File: config.mk
export PLATFORM = sky130hd
export DESIGN_NAME = led_event_scheduler
export DESIGN_NICKNAME = d
export VERILOG_FILES = /design/src/rtl/miner_led_pkg.sv /design/src/rtl/led_hold_timer.sv /design/src/rtl/led_event_scheduler.sv
export SDC_FILE = /design/constraint.sdc
export NUM_CORES = 1
export LEC_CHECK = 0
export BUFFER_PORTS_ARGS = -buffer_cell sky130_fd_sc_hd__buf_2
export CORE_ASPECT_RATIO = 0.8
export CORE_UTILIZATION = 60
export DETAILED_ROUTE_END_ITERATION = 10
export GPL_ROUTABILITY_DRIVEN = 0
export PLACE_DENSITY = 0.77
export SLEW_MARGIN = 20
export SYNTH_ARGS = -nofsm -noshare
export SYNTH_HDL_FRONTEND = slang
export SYNTH_HIERARCHICAL = 1
export SYNTH_SLANG_ARGS = --single-unit
File: constraint.sdc
create_clock -name clk -period 7.24 [get_ports clk]
set_input_delay 1.448 -clock clk [delete_from_list [all_inputs] [get_ports clk]]
set_output_delay 1.448 -clock clk [all_outputs]
set_load 0.005 [all_outputs]
File: src/rtl/miner_led_pkg.sv
// Shared definitions for the miner LED scheduler: display states, LED patterns
// and the fixed-priority pick between requesting event classes.
package miner_led_pkg;

  typedef enum logic [1:0] {
    ST_IDLE = 2'd0,
    ST_RES  = 2'd1,
    ST_ERR  = 2'd2,
    ST_WORK = 2'd3
  } state_e;

  localparam logic [7:0] PAT_WORK   = 8'hAA;
  localparam logic [7:0] PAT_ERR_ON = 8'hFF;
  localparam logic [7:0] PAT_OFF    = 8'h00;

  // Result beats error beats work; no request at all means idle.
  function automatic state_e highest_req(input logic req_res, input logic req_err,
                                         input logic req_work);
    if (req_res)       return ST_RES;
    else if (req_err)  return ST_ERR;
    else if (req_work) return ST_WORK;
    else               return ST_IDLE;
  endfunction

endpackage

File: src/rtl/led_hold_timer.sv
// Free-running window counter: counts while enabled, wraps after LIMIT counts,
// and flags the last count of each window on expire.
module led_hold_timer #(
  parameter int LIMIT = 8,
  parameter int CNT_W = 27
) (
  input  logic clk,
  input  logic rst,
  input  logic clear,
  input  logic en,
  output logic expire
);

  localparam logic [CNT_W-1:0] LAST = CNT_W'(LIMIT - 1);

  logic [CNT_W-1:0] cnt_q;
  logic [CNT_W-1:0] cnt_d;

  assign expire = (cnt_q == LAST);

  always_comb begin
    cnt_d = cnt_q;
    if (clear) begin
      cnt_d = '0;
    end else if (en) begin
      cnt_d = expire ? '0 : cnt_q + CNT_W'(1);
    end
  end

  always_ff @(posedge clk) begin
    if (rst) begin
      cnt_q <= '0;
    end else begin
      cnt_q <= cnt_d;
    end
  end

endmodule

File: src/rtl/led_event_scheduler.sv
// Arbitrates miner status events onto the 8-LED bank: pending-flag latching,
// fixed-priority grant with preemption, timed hold window and error blink.
module led_event_scheduler
  import miner_led_pkg::*;
#(
  parameter int HOLD_CYCLES = 100000000,
  parameter int BLINK_DIV   = 12500000,
  parameter int CNT_W       = 27
) (
  input  logic       clk,
  input  logic       rst,
  input  logic       new_work,
  input  logic       new_work_88,
  input  logic       new_result,
  input  logic       nonce_err,
  input  logic       hashing,
  output logic [7:0] led,
  output logic       busy,
  output logic [7:0] result_count
);

  state_e     state_q, state_d;
  logic       p_res_q, p_res_d;
  logic       p_err_q, p_err_d;
  logic       p_work_q, p_work_d;
  logic       blink_q, blink_d;
  logic [7:0] led_q, led_d;
  logic       busy_q, busy_d;
  logic [7:0] result_count_q, result_count_d;

  logic   ev_work;
  logic   req_res, req_err, req_work;
  state_e best;
  logic   grant, retrig, enter_err;
  logic   hold_clear, hold_en, hold_expire;
  logic   blink_clear, blink_en, blink_expire;

  led_hold_timer #(
    .LIMIT (HOLD_CYCLES),
    .CNT_W (CNT_W)
  ) u_hold_timer (
    .clk    (clk),
    .rst    (rst),
    .clear  (hold_clear),
    .en     (hold_en),
    .expire (hold_expire)
  );

  led_hold_timer #(
    .LIMIT (BLINK_DIV),
    .CNT_W (CNT_W)
  ) u_blink_timer (
    .clk    (clk),
    .rst    (rst),
    .clear  (blink_clear),
    .en     (blink_en),
    .expire (blink_expire)
  );

  // Own-class events while showing retrigger the window; a strictly higher
  // request preempts and the preempted class is simply forgotten.
  always_comb begin
    ev_work  = new_work | new_work_88;
    req_res  = p_res_q | new_result;
    req_err  = p_err_q | nonce_err;
    req_work = p_work_q | ev_work;
    best     = highest_req(req_res, req_err, req_work);
    state_d  = state_q;
    retrig   = 1'b0;
    case (state_q)
      ST_IDLE: state_d = best;
      ST_RES: begin
        if (new_result)       retrig  = 1'b1;
        else if (hold_expire) state_d = best;
      end
      ST_ERR: begin
        if (req_res)          state_d = ST_RES;
        else if (nonce_err)   retrig  = 1'b1;
        else if (hold_expire) state_d = best;
      end
      ST_WORK: begin
        if (req_res || req_err) state_d = best;
        else if (ev_work)       retrig  = 1'b1;
        else if (hold_expire)   state_d = best;
      end
      default: state_d = ST_IDLE;
    endcase

    grant     = (state_d != state_q) && (state_d != ST_IDLE);
    enter_err = grant && (state_d == ST_ERR);

    p_res_d  = (p_res_q  | (new_result && state_q != ST_RES))
               & ~(grant && state_d == ST_RES);
    p_err_d  = (p_err_q  | (nonce_err  && state_q != ST_ERR))
               & ~(grant && state_d == ST_ERR);
    p_work_d = (p_work_q | (ev_work    && state_q != ST_WORK))
               & ~(grant && state_d == ST_WORK);

    hold_clear  = grant | retrig;
    hold_en     = (state_q != ST_IDLE);
    blink_clear = enter_err;
    blink_en    = (state_q == ST_ERR);

    blink_d = blink_q;
    if (enter_err) begin
      blink_d = 1'b1;
    end else if (blink_en && blink_expire) begin
      blink_d = ~blink_q;
    end

    result_count_d = result_count_q;
    if (new_result && result_count_q != 8'hFF) begin
      result_count_d = result_count_q + 8'd1;
    end

    // The pattern follows the state being entered, so it lands with it.
    led_d = PAT_OFF;
    case (state_d)
      ST_IDLE: led_d = {4'b0000, {4{hashing}}};
      ST_RES:  led_d = result_count_d;
      ST_ERR:  led_d = blink_d ? PAT_ERR_ON : PAT_OFF;
      ST_WORK: led_d = PAT_WORK;
      default: led_d = PAT_OFF;
    endcase
    busy_d = (state_d != ST_IDLE);
  end

  always_ff @(posedge clk) begin
    if (rst) begin
      state_q        <= ST_IDLE;
      p_res_q        <= 1'b0;
      p_err_q        <= 1'b0;
      p_work_q       <= 1'b0;
      blink_q        <= 1'b0;
      led_q          <= PAT_OFF;
      busy_q         <= 1'b0;
      result_count_q <= 8'h00;
    end else begin
      state_q        <= state_d;
      p_res_q        <= p_res_d;
      p_err_q        <= p_err_d;
      p_work_q       <= p_work_d;
      blink_q        <= blink_d;
      led_q          <= led_d;
      busy_q         <= busy_d;
      result_count_q <= result_count_d;
    end
  end

  assign led          = led_q;
  assign busy         = busy_q;
  assign result_count = result_count_q;

endmodule
==> results.sh, run 1 <==
export IMPL_status="complete, no violations"
export IMPL_vias=3629
export IMPL_crit_path_end_kind="flip-flop"
export IMPL_firstDrtPassIters=5
export IMPL_clock_sinks=77
export IMPL_cts_tree="built"
export IMPL_grt_start_max_net_pins=30
export IMPL_fin_nets=496
export IMPL_cts_max_path_buffers=2
export IMPL_hold_buffers=0
export IMPL_combPwrFrac_pct=7.3
export IMPL_path_cells="and4_1, nand4_1, nor3_1, or3b_1, a31oi_1, nor3_1, o21ai_1, or2_2, or3_1, o22ai_1"
export IMPL_critical_path_class="reg2reg"
export IMPL_clkPwrFrac_pct=37.1
export IMPL_finClkSkew_ns=0.00932
export IMPL_h_tree_depth=3
export IMPL_synth_area_top_cells="dfxtp_1, nand4_1, nand2_1"
export IMPL_cp_slowest_stage_delay_ns=0.59
export IMPL_regArea_um2=1540
export IMPL_p_switching_uw=194
export IMPL_drive_gt1_share_pct=13.1
export IMPL_path_max_fanout=29
export IMPL_cts_root_buf="clkbuf_8"
export IMPL_netSwitchingFraction_pct=24.7
export IMPL_worst_pin_slew_ns=0.833
export IMPL_cts_setup_buffers=0
export IMPL_start_util_pct=63.1
export IMPL_post_route_util_pct=67.2
export IMPL_clk_insertion_delay_late_ns=0.34
export IMPL_dieArea_um2=7170
export IMPL_post_cts_resized=0
export IMPL_timing_final_hold_violations=0
export IMPL_ant_nets=0
export IMPL_hold_path_class="reg2reg"
export IMPL_ys_warn_count=6
export IMPL_fin_tns_setup_ns=0
export IMPL_drc=0
export IMPL_dr_first_iter_drc_count=207
export IMPL_io_pins=24
export IMPL_portBuffers=23
export IMPL_vias_per_cell=6.32
export IMPL_seqPwrFrac_pct=55.6
export IMPL_syn_nets=483
export IMPL_antenna_cells=0
export IMPL_critPathRequiredTime_ns=7.45
export IMPL_grt_usage_pct=26.6
export IMPL_grt_ovfl_total=0
export IMPL_crit_buf_inv=0
export IMPL_synth_ff_type="dfxtp_1"
export IMPL_power_density_nw_per_um2=180
export IMPL_final_cell_mix="dfxtp_1, nand2_1, nor2_1"
export IMPL_cp_arrival_ns=3.54
export IMPL_wl_per_cell_um=15.5
export IMPL_die_width_um=94.5
export IMPL_max_freq_mhz=300
export IMPL_multi_input_area_um2=2370
export IMPL_dp_hpwl_um=6320
export IMPL_p_int_uw=594
export IMPL_power_leakage_nw=1.39
export IMPL_syn_inst=473
export IMPL_synth_edf_count=0
export IMPL_ir_worst_vdd_uv=118
export IMPL_final_common_cell="dfxtp_1"
export IMPL_rsz0062_at_grt="no"
export IMPL_first_global_vias=3320
export IMPL_die_h_um=76.0
export IMPL_fillers=560
export IMPL_num_rows=26
export IMPL_async_flop_share_pct=0
export IMPL_drv_slew=0
export IMPL_fin_crit_sh_pct=46.0
export IMPL_netlist_area_um2=4100
export IMPL_cp_common_cell="nor3_1"
export IMPL_synth_seq_cells=77
export IMPL_maxSlewHeadroom_pct=44.5
export IMPL_cp_top_family="simple AND/OR/NAND/NOR gates"
export IMPL_synth_top_area_share_pct=37.6
export IMPL_setup_viol=0
export IMPL_cts_made_buffers=9
export IMPL_clk_pin_slew_ns=0.08
export IMPL_core_um2=6510
export IMPL_cp_start_kind="flip-flop"
export IMPL_yosys_area_top_type="dfxtp_1"
export IMPL_wl_um=8910
export IMPL_avgSynthCellArea_um2=8.67
export IMPL_cap_violations=0
export IMPL_area_delta_synth_final_pct=6.53
export IMPL_fin_crit_ns=3.33
export IMPL_slowest_stage="nor3_1"
export IMPL_grt_pass1_wl_um=15400
export IMPL_ys_types=72
export IMPL_antenna_found_initial=0
export IMPL_ys_seq_area_share_pct=37.6
## state kept, by name, summed over array words and instances, names as in the netlist
name and count:
blink_q 1, u_blink_timer/cnt_q 27, state_q 2, p_work_q 1
result_count 8, u_hold_timer/cnt_q 27, p_err_q 1, p_res_q 1
led 8, busy 1
## kinds of logic after synthesis
kind of cell,count (synthesis),synth area share [%]
fa+ha+maj,3,0.915
mux,1,0.244
buf+inv,35,4.60
simple gates,233,34.0
xor+xnor,26,5.55
compound gates,98,17.1
flops,77,37.6
## Yosys cell counts, types with 4 or more instances
cell type / number
o31ai_1: 9
and4_1: 8
nand2_1: 35
nor4_1: 10
and3_1: 8
nor2_1: 30
and2_1: 5
xnor2_1: 13
a21oi_1: 17
dfxtp_1: 77
nand3_1: 26
nand4_1: 23
o21ai_0: 18
nor3_1: 24
buf_2: 7
buf_6: 4
or2_2: 4
clkbuf_1: 7
inv_1: 12
or4b_1: 5
or4_1: 11
xor2_1: 13
a211oi_1: 17
or3_1: 14
## per-layer routing
metal  global-route usage (%)  part of all wire, %
met5                        0                    0
met4                     6.82                 0.74
met3                     6.02                  4.5
met2                     40.3                   44
met1                     38.0                   51
## worst paths after layout
| kind | from | to | slack, ns | depth (start not counted) |
|---|---|---|---|---|
| max | u_hold_timer/cnt_q[3]$_SDFFE_PP0P_ | u_hold_timer/cnt_q[0]$_SDFFE_PP0P_ | 3.91 | 10 |
| min | u_blink_timer/cnt_q[21]$_SDFFE_PP0P_ | u_blink_timer/cnt_q[21]$_SDFFE_PP0P_ | 0.49 | 2 |
| max reg2reg | u_hold_timer/cnt_q[3]$_SDFFE_PP0P_ | u_hold_timer/cnt_q[0]$_SDFFE_PP0P_ | 3.91 | 10 |
| min reg2reg | u_blink_timer/cnt_q[21]$_SDFFE_PP0P_ | u_blink_timer/cnt_q[21]$_SDFFE_PP0P_ | 0.49 | 2 |
## cell type report
class	instances	share of cell area [%]
multi-input combinational	361	54.3
sequential	77	35.3
clock buffer	12	3.55
timing repair buffer	25	2.98
tap	84	2.40
inverter	12	1.03
clock inverter	3	0.487
## worst register-to-register path, stage by stage, from the launching register on
cell,delay [ns]
dfxtp_1,0.44
and4_1,0.41
nand4_1,0.24
nor3_1,0.59
or3b_1,0.42
a31oi_1,0.18
nor3_1,0.06
o21ai_1,0.11
or2_2,0.50
or3_1,0.19
o22ai_1,0.07
## per-stage QoR
| step | hold slack [ns] | power (mW) | cells | setup slack, ns | cell area [um2] |
|---|---|---|---|---|---|
| 2_1_floorplan | 0.452 | 0.491 | 473 | 4.34 | 4100 |
| 3_3_place_gp | 0.472 | 0.504 | 559 | 4.03 | 4190 |
| 3_5_place_dp | 0.484 | 0.505 | 559 | 3.95 | 4190 |
| 4_1_cts | 0.495 | 0.794 | 574 | 3.92 | 4370 |
| 5_1_grt | 0.533 | 0.820 | 574 | 3.56 | 4370 |
| 6_report | 0.491 | 0.788 | 574 | 3.91 | 4370 |
## power by group through the flow
| stage | Clock, mW | Combinational [mW] | Sequential (mW) |
|---|---|---|---|
| after floorplan | 0 | 0.0443 | 0.447 |
| after global placement | 0 | 0.0563 | 0.447 |
| after detailed placement | 0 | 0.0573 | 0.448 |
| after CTS | 0.298 | 0.0578 | 0.438 |
| after global routing | 0.317 | 0.0641 | 0.439 |
| final | 0.292 | 0.0579 | 0.438 |
No activity file was read; power rests on OpenSTA's default activity.
==> run 2: changes to the inputs <==
==> constraint.sdc (replaced) <==
create_clock -name clk -period 3.2 [get_ports clk]
set_input_delay 0.64 -clock clk [delete_from_list [all_inputs] [get_ports clk]]
set_output_delay 0.64 -clock clk [all_outputs]
set_load 0.005 [all_outputs]
==> results.sh, run 2 (synthesized netlist as in run 1, its figures left out) <==
export IMPL_p_int_mw=1.63
export IMPL_hold_path_cell_count=2
export IMPL_finClkSkew_ns=0.00866
export IMPL_antenna_found_initial=0
export IMPL_die_width_um=94.5
export IMPL_fin_tns_setup_ns=0
export IMPL_first_global_vias=3423
export IMPL_path_max_fanout=18
export IMPL_max_freq_mhz=339
export IMPL_wl_um=9190
export IMPL_clock_sinks=77
export IMPL_worst_pin_slew_ns=0.702
export IMPL_reg_top3="u_blink_timer/cnt_q (27), u_hold_timer/cnt_q (27)"
export IMPL_num_rows=26
export IMPL_combPwrFrac_pct=6.4
export IMPL_power_leakage_nw=1.46
export IMPL_drc=0
export IMPL_critPathRequiredTime_ns=3.41
export IMPL_maxSlewHeadroom_pct=52.9
export IMPL_cts_setup_buffers=0
export IMPL_netSwitchingFraction_pct=22.5
export IMPL_status="complete, no violations"
export IMPL_hold_buffers=0
export IMPL_start_util_pct=63.1
export IMPL_cap_violations=0
export IMPL_wl_per_cell_um=15.8
export IMPL_cts_tree="built"
export IMPL_fin_crit_sh_pct=92.1
export IMPL_cts_made_buffers=9
export IMPL_cp_arrival_ns=3.15
export IMPL_critPathLaunch="u_hold_timer/cnt_q[4]$_SDFFE_PP0P_"
export IMPL_setup_viol=0
export IMPL_grt_start_max_net_pins=25
export IMPL_firstDrtPassIters=5
export IMPL_dr_first_iter_drc_count=273
export IMPL_grt_ovfl_total=0
export IMPL_dieArea_um2=7170
export IMPL_final_common_cell="dfxtp_1"
export IMPL_seqPwrFrac_pct=47.2
export IMPL_total_power_mw=2.10
export IMPL_rsz0062_at_grt="no"
export IMPL_p_switching_uw=471
export IMPL_ant_nets=0
export IMPL_h_tree_depth=3
export IMPL_crit_reg2reg_launch="u_hold_timer/cnt_q[4]$_SDFFE_PP0P_"
export IMPL_die_h_um=76.0
export IMPL_crit_path_end_kind="flip-flop"
export IMPL_r2r_cells=10
export IMPL_hold_start="u_blink_timer/cnt_q[21]$_SDFFE_PP0P_"
export IMPL_vias_per_cell=6.43
export IMPL_critical_path_class="reg2reg"
export IMPL_clk_pin_slew_ns=0.08
export IMPL_cts_max_path_buffers=2
export IMPL_drv_slew=0
export IMPL_grt_usage_pct=27.9
export IMPL_clkPwrFrac_pct=46.4
export IMPL_timing_final_hold_violations=0
export IMPL_fillers=542
export IMPL_vias=3732
export IMPL_area_delta_synth_final_pct=9.73
export IMPL_antenna_cells=0
export IMPL_hold_path_class="reg2reg"
export IMPL_io_pins=24
export IMPL_clk_insertion_delay_late_ns=0.36
export IMPL_final_cell_mix="dfxtp_1, nand2_1, nor2_1"
export IMPL_cp_start_kind="flip-flop"
export IMPL_fin_nets=501
export IMPL_drive_gt1_share_pct=14.3
export IMPL_post_cts_resized=0
export IMPL_core_um2=6510
export IMPL_cts_root_buf="clkbuf_8"
export IMPL_portBuffers=23
export IMPL_fin_crit_ns=2.95
export IMPL_power_density_nw_per_um2=466
export IMPL_grt_pass1_wl_um=15900
export IMPL_ir_worst_vdd_uv=363
export IMPL_dp_hpwl_um=6580
==> run 2: cell type report <==
cell class	instances	area [um2]	area share, %
repair buffers	30	168	3.72
well taps	84	105	2.33
clock buffers	9	124	2.75
inverters	12	45.0	1.00
multi-input cells	361	2370	52.7
clock inverters	7	146	3.25
flip-flops and latches	77	1540	34.2
==> run 2: routing by layer <==
| metal | vias up | GRT usage, % | share of wire [%] |
|---|---|---|---|
| li1 | 1843 | - | - |
| met1 | 1758 | 40.9 | 48 |
| met2 | 119 | 39.9 | 45 |
| met3 | 12 | 8.03 | 6.2 |
| met4 | 0 | 7.27 | 0.97 |
| met5 | - | 0 | 0 |
==> run 2: critical path, stage by stage (launching register included) <==
cell	delay (ns)
dfxtp_1	0.44
and4_1	0.44
nand4_1	0.24
nor3_1	0.24
or3b_1	0.38
a31oi_1	0.17
nor3_1	0.06
o21ai_1	0.13
or2_2	0.36
buf_4	0.26
nor3_1	0.08
==> run 2: final timing paths <==
path	to	slack, ns
worst max-delay path	u_hold_timer/cnt_q[10]$_SDFFE_PP0P_	0.25
worst min register to register	u_blink_timer/cnt_q[21]$_SDFFE_PP0P_	0.50
worst max register to register	u_hold_timer/cnt_q[10]$_SDFFE_PP0P_	0.25
worst min-delay path	u_blink_timer/cnt_q[21]$_SDFFE_PP0P_	0.50
==> run 2: power by group through the flow <==
stage | Combinational, mW | Sequential (mW) | Clock [mW]
2_1_floorplan | 0.100 | 1.01 | 0
3_3_place_gp | 0.130 | 1.01 | 0
3_5_place_dp | 0.133 | 1.01 | 0
4_1_cts | 0.134 | 0.991 | 0.987
5_1_grt | 0.148 | 0.993 | 1.03
6_report | 0.135 | 0.991 | 0.973
==> run 2: through the flow <==
| step | hold slack, ns | setup WS (ns) | instance area, um2 | instances | utilization, % |
|---|---|---|---|---|---|
| 6_report | 0.497 | 0.254 | 4500 | 580 | 69.2 |
| 5_1_grt | 0.531 | 0.0464 | 4500 | 580 | 69.2 |
| 4_1_cts | 0.503 | 0.273 | 4500 | 580 | 69.2 |
| 3_5_place_dp | 0.486 | 0.301 | 4230 | 564 | 65.0 |
| 3_3_place_gp | 0.474 | 0.438 | 4230 | 564 | 65.0 |
| 2_1_floorplan | 0.452 | 0.336 | 4100 | 473 | - |
